[src/rtl/t07_spi_tft_tx.sv]
// SPI mode-0 transmitter for the TFT MMIO path: 1-4 byte frames, MSB first, with D/C level.
// Define T07_TFT_TX_FIFO_EN for a 4-deep request queue (the active frame holds one slot).
module t07_spi_tft_tx #(
  parameter int CLK_DIV = 4
) (
  input  logic        clk,
  input  logic        rst,
  input  logic        wi,
  input  logic [31:0] data_in,
  input  logic [31:0] addr_in,
  output logic        ack,
  output logic        done,
  output logic        busy,
  output logic        sclk,
  output logic        mosi,
  output logic        cs_n,
  output logic        dc
);
  localparam int DIV = (CLK_DIV < 1) ? 1 : CLK_DIV;
  localparam int CW = (DIV < 2) ? 1 : $clog2(DIV);
  localparam logic [CW-1:0] CNT_LAST = CW'(DIV - 1);

  typedef enum logic [1:0] {IDLE, SETUP, SHIFT, HOLD} state_t;

  state_t        state_q, state_d;
  logic [CW-1:0] cnt_q, cnt_d;
  logic [5:0]    bits_q, bits_d;
  logic [31:0]   sr_q, sr_d;
  logic [1:0]    n_q, n_d;
  logic          sclk_q, sclk_d;
  logic          mosi_q, mosi_d;
  logic          cs_n_q, cs_n_d;
  logic          dc_q, dc_d;
  logic          ack_q, ack_d;
  logic          done_q, done_d;
  logic          busy_q, busy_d;

  logic        tick, active, hold_exit, can_start;
  logic        full, accept, start, q_nonempty;
  logic [31:0] src_data;
  logic [1:0]  src_n;
  logic        src_dc;
  logic [5:0]  total_bits;
  logic        unused_addr;

  assign unused_addr = ^addr_in[31:3];
  assign tick = (cnt_q == CNT_LAST);
  assign active = (state_q != IDLE);
  assign hold_exit = (state_q == HOLD) && tick;
  assign can_start = (state_q == IDLE) || hold_exit;
  assign accept = wi && !full;
  assign total_bits = {1'b0, n_q, 3'b000} + 6'd8;

`ifdef T07_TFT_TX_FIFO_EN
  logic [31:0] f_data [4];
  logic [1:0]  f_n [4];
  logic        f_dc [4];
  logic [1:0]  wr_q, wr_d, rd_q, rd_d;
  logic [2:0]  fcnt_q, fcnt_d;
  logic [3:0]  occ;
  logic        have_head, push, pop;

  assign occ = {1'b0, fcnt_q} + {3'b000, active};
  assign full = (occ >= 4'd4);
  assign have_head = (fcnt_q != 3'd0);
  assign start = can_start && (have_head || accept);
  assign pop = start && have_head;
  // An idle request with an empty queue bypasses it entirely.
  assign push = accept && !(start && !have_head);
  assign src_data = have_head ? f_data[rd_q] : data_in;
  assign src_n = have_head ? f_n[rd_q] : addr_in[1:0];
  assign src_dc = have_head ? f_dc[rd_q] : addr_in[2];

  always_ff @(posedge clk) begin
    if (push) begin
      f_data[wr_q] <= data_in;
      f_n[wr_q] <= addr_in[1:0];
      f_dc[wr_q] <= addr_in[2];
    end
  end
`else
  assign full = active && !hold_exit;
  assign start = can_start && accept;
  assign src_data = data_in;
  assign src_n = addr_in[1:0];
  assign src_dc = addr_in[2];
`endif

  function automatic logic [31:0] align(input logic [31:0] d,
                                        input logic [1:0] n);
    logic [31:0] r;
    unique case (n)
      2'd0: r = {d[7:0], 24'h0};
      2'd1: r = {d[15:0], 16'h0};
      2'd2: r = {d[23:0], 8'h0};
      default: r = d;
    endcase
    return r;
  endfunction

  always_comb begin
    state_d = state_q;
    cnt_d = cnt_q;
    bits_d = bits_q;
    sr_d = sr_q;
    n_d = n_q;
    sclk_d = sclk_q;
    mosi_d = mosi_q;
    cs_n_d = cs_n_q;
    dc_d = dc_q;
    ack_d = accept;
    done_d = 1'b0;
    q_nonempty = 1'b0;
`ifdef T07_TFT_TX_FIFO_EN
    wr_d = wr_q + {1'b0, push};
    rd_d = rd_q + {1'b0, pop};
    fcnt_d = fcnt_q + {2'b00, push} - {2'b00, pop};
    q_nonempty = (fcnt_d != 3'd0);
`endif
    unique case (state_q)
      IDLE: ;
      SETUP: begin
        if (tick) begin
          state_d = SHIFT;
          cnt_d = '0;
          sclk_d = 1'b1;
        end else begin
          cnt_d = cnt_q + 1'b1;
        end
      end
      SHIFT: begin
        if (!tick) begin
          cnt_d = cnt_q + 1'b1;
        end else begin
          cnt_d = '0;
          if (sclk_q) begin
            // Falling edge: next bit goes out a full half-period early.
            sclk_d = 1'b0;
            sr_d = {sr_q[30:0], 1'b0};
            mosi_d = sr_q[30];
            bits_d = bits_q + 6'd1;
          end else if (bits_q == total_bits) begin
            state_d = HOLD;
            cs_n_d = 1'b1;
            mosi_d = 1'b0;
          end else begin
            sclk_d = 1'b1;
          end
        end
      end
      HOLD: begin
        if (tick) begin
          state_d = IDLE;
          cnt_d = '0;
          done_d = 1'b1;
        end else begin
          cnt_d = cnt_q + 1'b1;
        end
      end
      default: state_d = IDLE;
    endcase
    if (start) begin
      state_d = SETUP;
      cnt_d = '0;
      bits_d = '0;
      n_d = src_n;
      dc_d = src_dc;
      sr_d = align(src_data, src_n);
      mosi_d = sr_d[31];
      cs_n_d = 1'b0;
      sclk_d = 1'b0;
    end
    busy_d = (state_d != IDLE) || done_d || q_nonempty;
  end

  always_ff @(posedge clk) begin
    if (rst) begin
      state_q <= IDLE;
      cnt_q <= '0;
      bits_q <= '0;
      sr_q <= '0;
      n_q <= '0;
      sclk_q <= 1'b0;
      mosi_q <= 1'b0;
      cs_n_q <= 1'b1;
      dc_q <= 1'b0;
      ack_q <= 1'b0;
      done_q <= 1'b0;
      busy_q <= 1'b0;
`ifdef T07_TFT_TX_FIFO_EN
      wr_q <= '0;
      rd_q <= '0;
      fcnt_q <= '0;
`endif
    end else begin
      state_q <= state_d;
      cnt_q <= cnt_d;
      bits_q <= bits_d;
      sr_q <= sr_d;
      n_q <= n_d;
      sclk_q <= sclk_d;
      mosi_q <= mosi_d;
      cs_n_q <= cs_n_d;
      dc_q <= dc_d;
      ack_q <= ack_d;
      done_q <= done_d;
      busy_q <= busy_d;
`ifdef T07_TFT_TX_FIFO_EN
      wr_q <= wr_d;
      rd_q <= rd_d;
      fcnt_q <= fcnt_d;
`endif
    end
  end

  assign ack = ack_q;
  assign done = done_q;
  assign busy = busy_q;
  assign sclk = sclk_q;
  assign mosi = mosi_q;
  assign cs_n = cs_n_q;
  assign dc = dc_q;
endmodule

[config.mk]
export PLATFORM = sky130hd
export DESIGN_NAME = t07_spi_tft_tx
export DESIGN_NICKNAME = d
export VERILOG_FILES = /design/src/rtl/t07_spi_tft_tx.sv
export SDC_FILE = /design/constraint.sdc
export NUM_CORES = 1
export LEC_CHECK = 0
export ABC_AREA = 1
export BUFFER_PORTS_ARGS = -buffer_cell sky130_fd_sc_hd__buf_2
export CAP_MARGIN = 40
export CORE_ASPECT_RATIO = 0.6
export CORE_MARGIN = 2
export CORE_UTILIZATION = 50
export CTS_BUF_LIST = sky130_fd_sc_hd__clkbuf_4 sky130_fd_sc_hd__clkbuf_8
export CTS_CLUSTER_SIZE = 16
export DETAILED_ROUTE_END_ITERATION = 8
export GPL_TIMING_DRIVEN = 0
export MAX_ROUTING_LAYER = met4
export PLACE_DENSITY = 0.77
export SLEW_MARGIN = 15
export SYNTH_ARGS = -nofsm -noshare
export SYNTH_HDL_FRONTEND = slang
export SYNTH_SLANG_ARGS = --single-unit
[constraint.sdc]
create_clock -name clk -period 1.52 [get_ports clk]
set_input_delay 0.076 -clock clk [delete_from_list [all_inputs] [get_ports clk]]
set_output_delay 0.076 -clock clk [all_outputs]
set_load 0.05 [all_outputs]
==> flow_summary.yaml <==
critical_path:
  cp_cell_sequence: "ha_4, nand3_4, nand2_8, buf_12, a21oi_4, buf_6, nand2_2, nand3_2, nand2_1, inv_1"
  rr_startpoint: "cnt_q[0]"
  path_max_fanout: 6
  crit_start: "cnt_q[0]"
  worstSetupPathDepth: 10
  crit_path_end_kind: "register"
  crit_type: "reg -> reg"
  slowest_delay_ns: 0.36
  cp_num_buf_inv: 3
  r2r_end: "sr_q[8]"
  rrSetupSlack_ns: 0.02
  crit_required_ns: 1.79
  rr_worst_depth: 10
  worst_setup_path_start_kind: "register"
  critical_path.endpoint: "sr_q[8]"
  cp.arrival_ns: 1.77
  cpMaxStageDelayCell: "dfxtp_4"
  critPathTopFamily: "buffers and inverters"
pwr:
  ir_worst_vdd_uv: 442
  internal-power_w: 0.00215
  comb_power_share: 0.208
  clkPwrFrac: 0.327
  p_seq_frac: 0.465
  p_leak_nw: 1.73
  powerDensity_nw_per_um2: 868
  switching_share: 0.303
  power_switching_w: 0.000933
final_layout:
  final_cells: 592
  syn_to_final_growth_pct: 24.5
  finalNetCount: 583
  antenna-diode-count: 0
  nFillCells: 497
  mostFrequentLayoutCells: "nand2_1, buf_2, dfxtp_1"
  layout_commonest_cell: "nand2_1"
  drive_gt1_frac: 0.250
clocking:
  cts_inserted_buffers: 5
  clock-sinks: 50
  clock_latency_ns: 0.32
  htree_levels: 2
  cts_root_buf: "clkbuf_8"
  clockBufferDepth: 2
  clk_pin_slew_worst_paths_ns: 0.10
  cts_tree: "done"
timing:
  fin_crit_sh: 0.987
  rsz0062_at_grt: "yes"
  period_needed_ns: 1.50
  tightest_slew_ns: 0.685
  hold_viol_final: 0
  finalWorstSetupSlack_ns: 0.0205
  hold_ws_ns: 0.0438
  fin_skew_ns: 0.00988
  finalSetupViolCount: 0
  slew_viol_final: 0
  relSlewSlack: 0.543
  maxClockFrequency_ghz: 0.667
  setup_tns_ns: 0
logic_synthesis:
  netlist_instances: 452
  ys_async_sr_fraction: 0
  yosysWarnings: 0
  yosysSeqAreaShare: 0.351
  synth_area_um2: 2850
  synth_ff_type: "dfxtp_1"
  synth_nets: 523
  yosysUniqueCellTypes: 29
  syn_area_per_cell_um2: 6.31
  synth_edf_count: 0
  ys_ff_latch: 50
placement:
  dp.cells: 574
  pre_cts_ws_ns: -0.254
  dp_hpwl_mm: 6.05
  routabilityCongestion: 0.986
  portBuffers: 42
outcome:
  status: "completed"
floorplan:
  start_util: 0.514
  io_pins: 74
  die_x_um: 101
  core_area_um2: 5540
  die_area_um2: 6340
  dieHeight_um: 62.5
  rows: 21
global_route:
  grt_max_degree: 15
  grt_overflow: 0
  antenna_found_initial: 0
  globalRouteTotalUtil: 0.279
  grt_use_met2: 0.368
  gr-usage-met3: 0.0537
  grt_first_pass_wirelength_mm: 13.4
  grt_pass1_vias: 2721
  use_met1: 0.428
  top_usage_layer: "met1"
drt:
  post_drt_wl_per_cell_um: 14.4
  wirelength_mm: 8.52
  first_iter_violations: 358
  ant_nets: 0
  firstDrtPassIters: 6
  detail_route.vias_per_cell: 5.32
  drc: 0
  vias: 3149
job:
  max-cap-violations: 0
worst_hold_path:
  hp-class: "in -> reg"
-- metrics by stage --
stage / total power [W] / instance area, µm² / util
after global routing: 0.00320 / 3550 / 0.640
after CTS: 0.00301 / 3370 / 0.607
after global placement: 0.00200 / 3160 / 0.570
final: 0.00308 / 3550 / 0.640
after detailed placement: 0.00201 / 3160 / 0.570
after floorplan: 0.00182 / 2850 / -
-- layer usage --
| layer | part of all wire | up-vias |
|---|---|---|
| met3 | 0.13 | 19 |
| met4 | 0.018 | 0 |
| met5 | 0 | - |
| li1 | - | 1555 |
| met2 | 0.39 | 180 |
| met1 | 0.46 | 1395 |
-- cells in the mapped netlist (3+ instances only) --
cell      number  share of area
a21oi_1       19          0.033
a31oi_1        3         0.0066
buf_2         12          0.021
buf_6          3          0.012
clkbuf_1       4         0.0053
dfxtp_1       50           0.35
ha_1           4          0.018
inv_1         34          0.045
inv_2          4         0.0053
nand2_1      174           0.23
nand2_4        4          0.016
nand3_1       44          0.077
nand4_1        3         0.0066
nor2_1        39          0.051
nor2_2         3         0.0066
nor2_4         3          0.012
o21ai_0       21          0.037
o21ai_1       14          0.025
-- power groups by stage --
stage          clock [W]  combinational [W]  sequential [W]
2_1_floorplan          0           0.000342         0.00148
3_3_place_gp           0           0.000548         0.00145
3_5_place_dp           0           0.000556         0.00145
4_1_cts         0.000998           0.000582         0.00143
5_1_grt          0.00106           0.000704         0.00144
6_report         0.00101           0.000641         0.00143
-- flip-flops by register name, indices dropped and copies added, names as in the netlist --
register	cells
sr_q	31
state_q	2
ack	1
dc	1
cs_n	1
sclk	1
bits_q	6
mosi	1
n_q	2
busy	1
cnt_q	2
done	1
-- cell type report --
class / instances / area, µm² / share of cell area
Multi-Input combinational cell: 344 / 1730 / 0.487
Clock inverter: 1 / 30.0 / 0.00846
Clock buffer: 6 / 82.6 / 0.0233
Sequential cell: 50 / 1010 / 0.286
Buffer: 19 / 130 / 0.0367
Tap cell: 80 / 100 / 0.0282
Inverter: 38 / 145 / 0.0409
Timing Repair Buffer: 54 / 319 / 0.0899
-- logic make-up after synthesis --
logic type / after synthesis / synth area share
AOI/OAI and AO/OA: 65 / 0.125
adders and majority gates: 4 / 0.0176
buffers and inverters: 58 / 0.0909
DFF: 50 / 0.351
and+or+nand+nor: 275 / 0.415
-- tightest hold or removal path, stage by stage --
cell and delay [ns]:
buf_2 0.12, nand2_1 0.06, a21oi_1 0.05
-- repair_timing --
action	4_1_cts	5_1_grt
resized for setup	8	42
cloned	0	0
buffers inserted	6	5
hold buffers	1	0
endpoints found under the hold margin	1	0
endpoints found under the setup margin	46	35
pin swaps	3	11
-- how the worst min path moves through the flow --
stage	startpoint	end	slack [ns]	cells after the start
floorplan	addr_in[2]	dc	0.18	2
global placement	addr_in[2]	dc	0.26	3
detailed placement	addr_in[2]	dc	0.27	3
CTS	data_in[6]	sr_q[6]	0.04	3
global route	data_in[6]	sr_q[6]	0.06	3
finish	data_in[6]	sr_q[6]	0.04	3
Power figures use the tool's default switching activity.
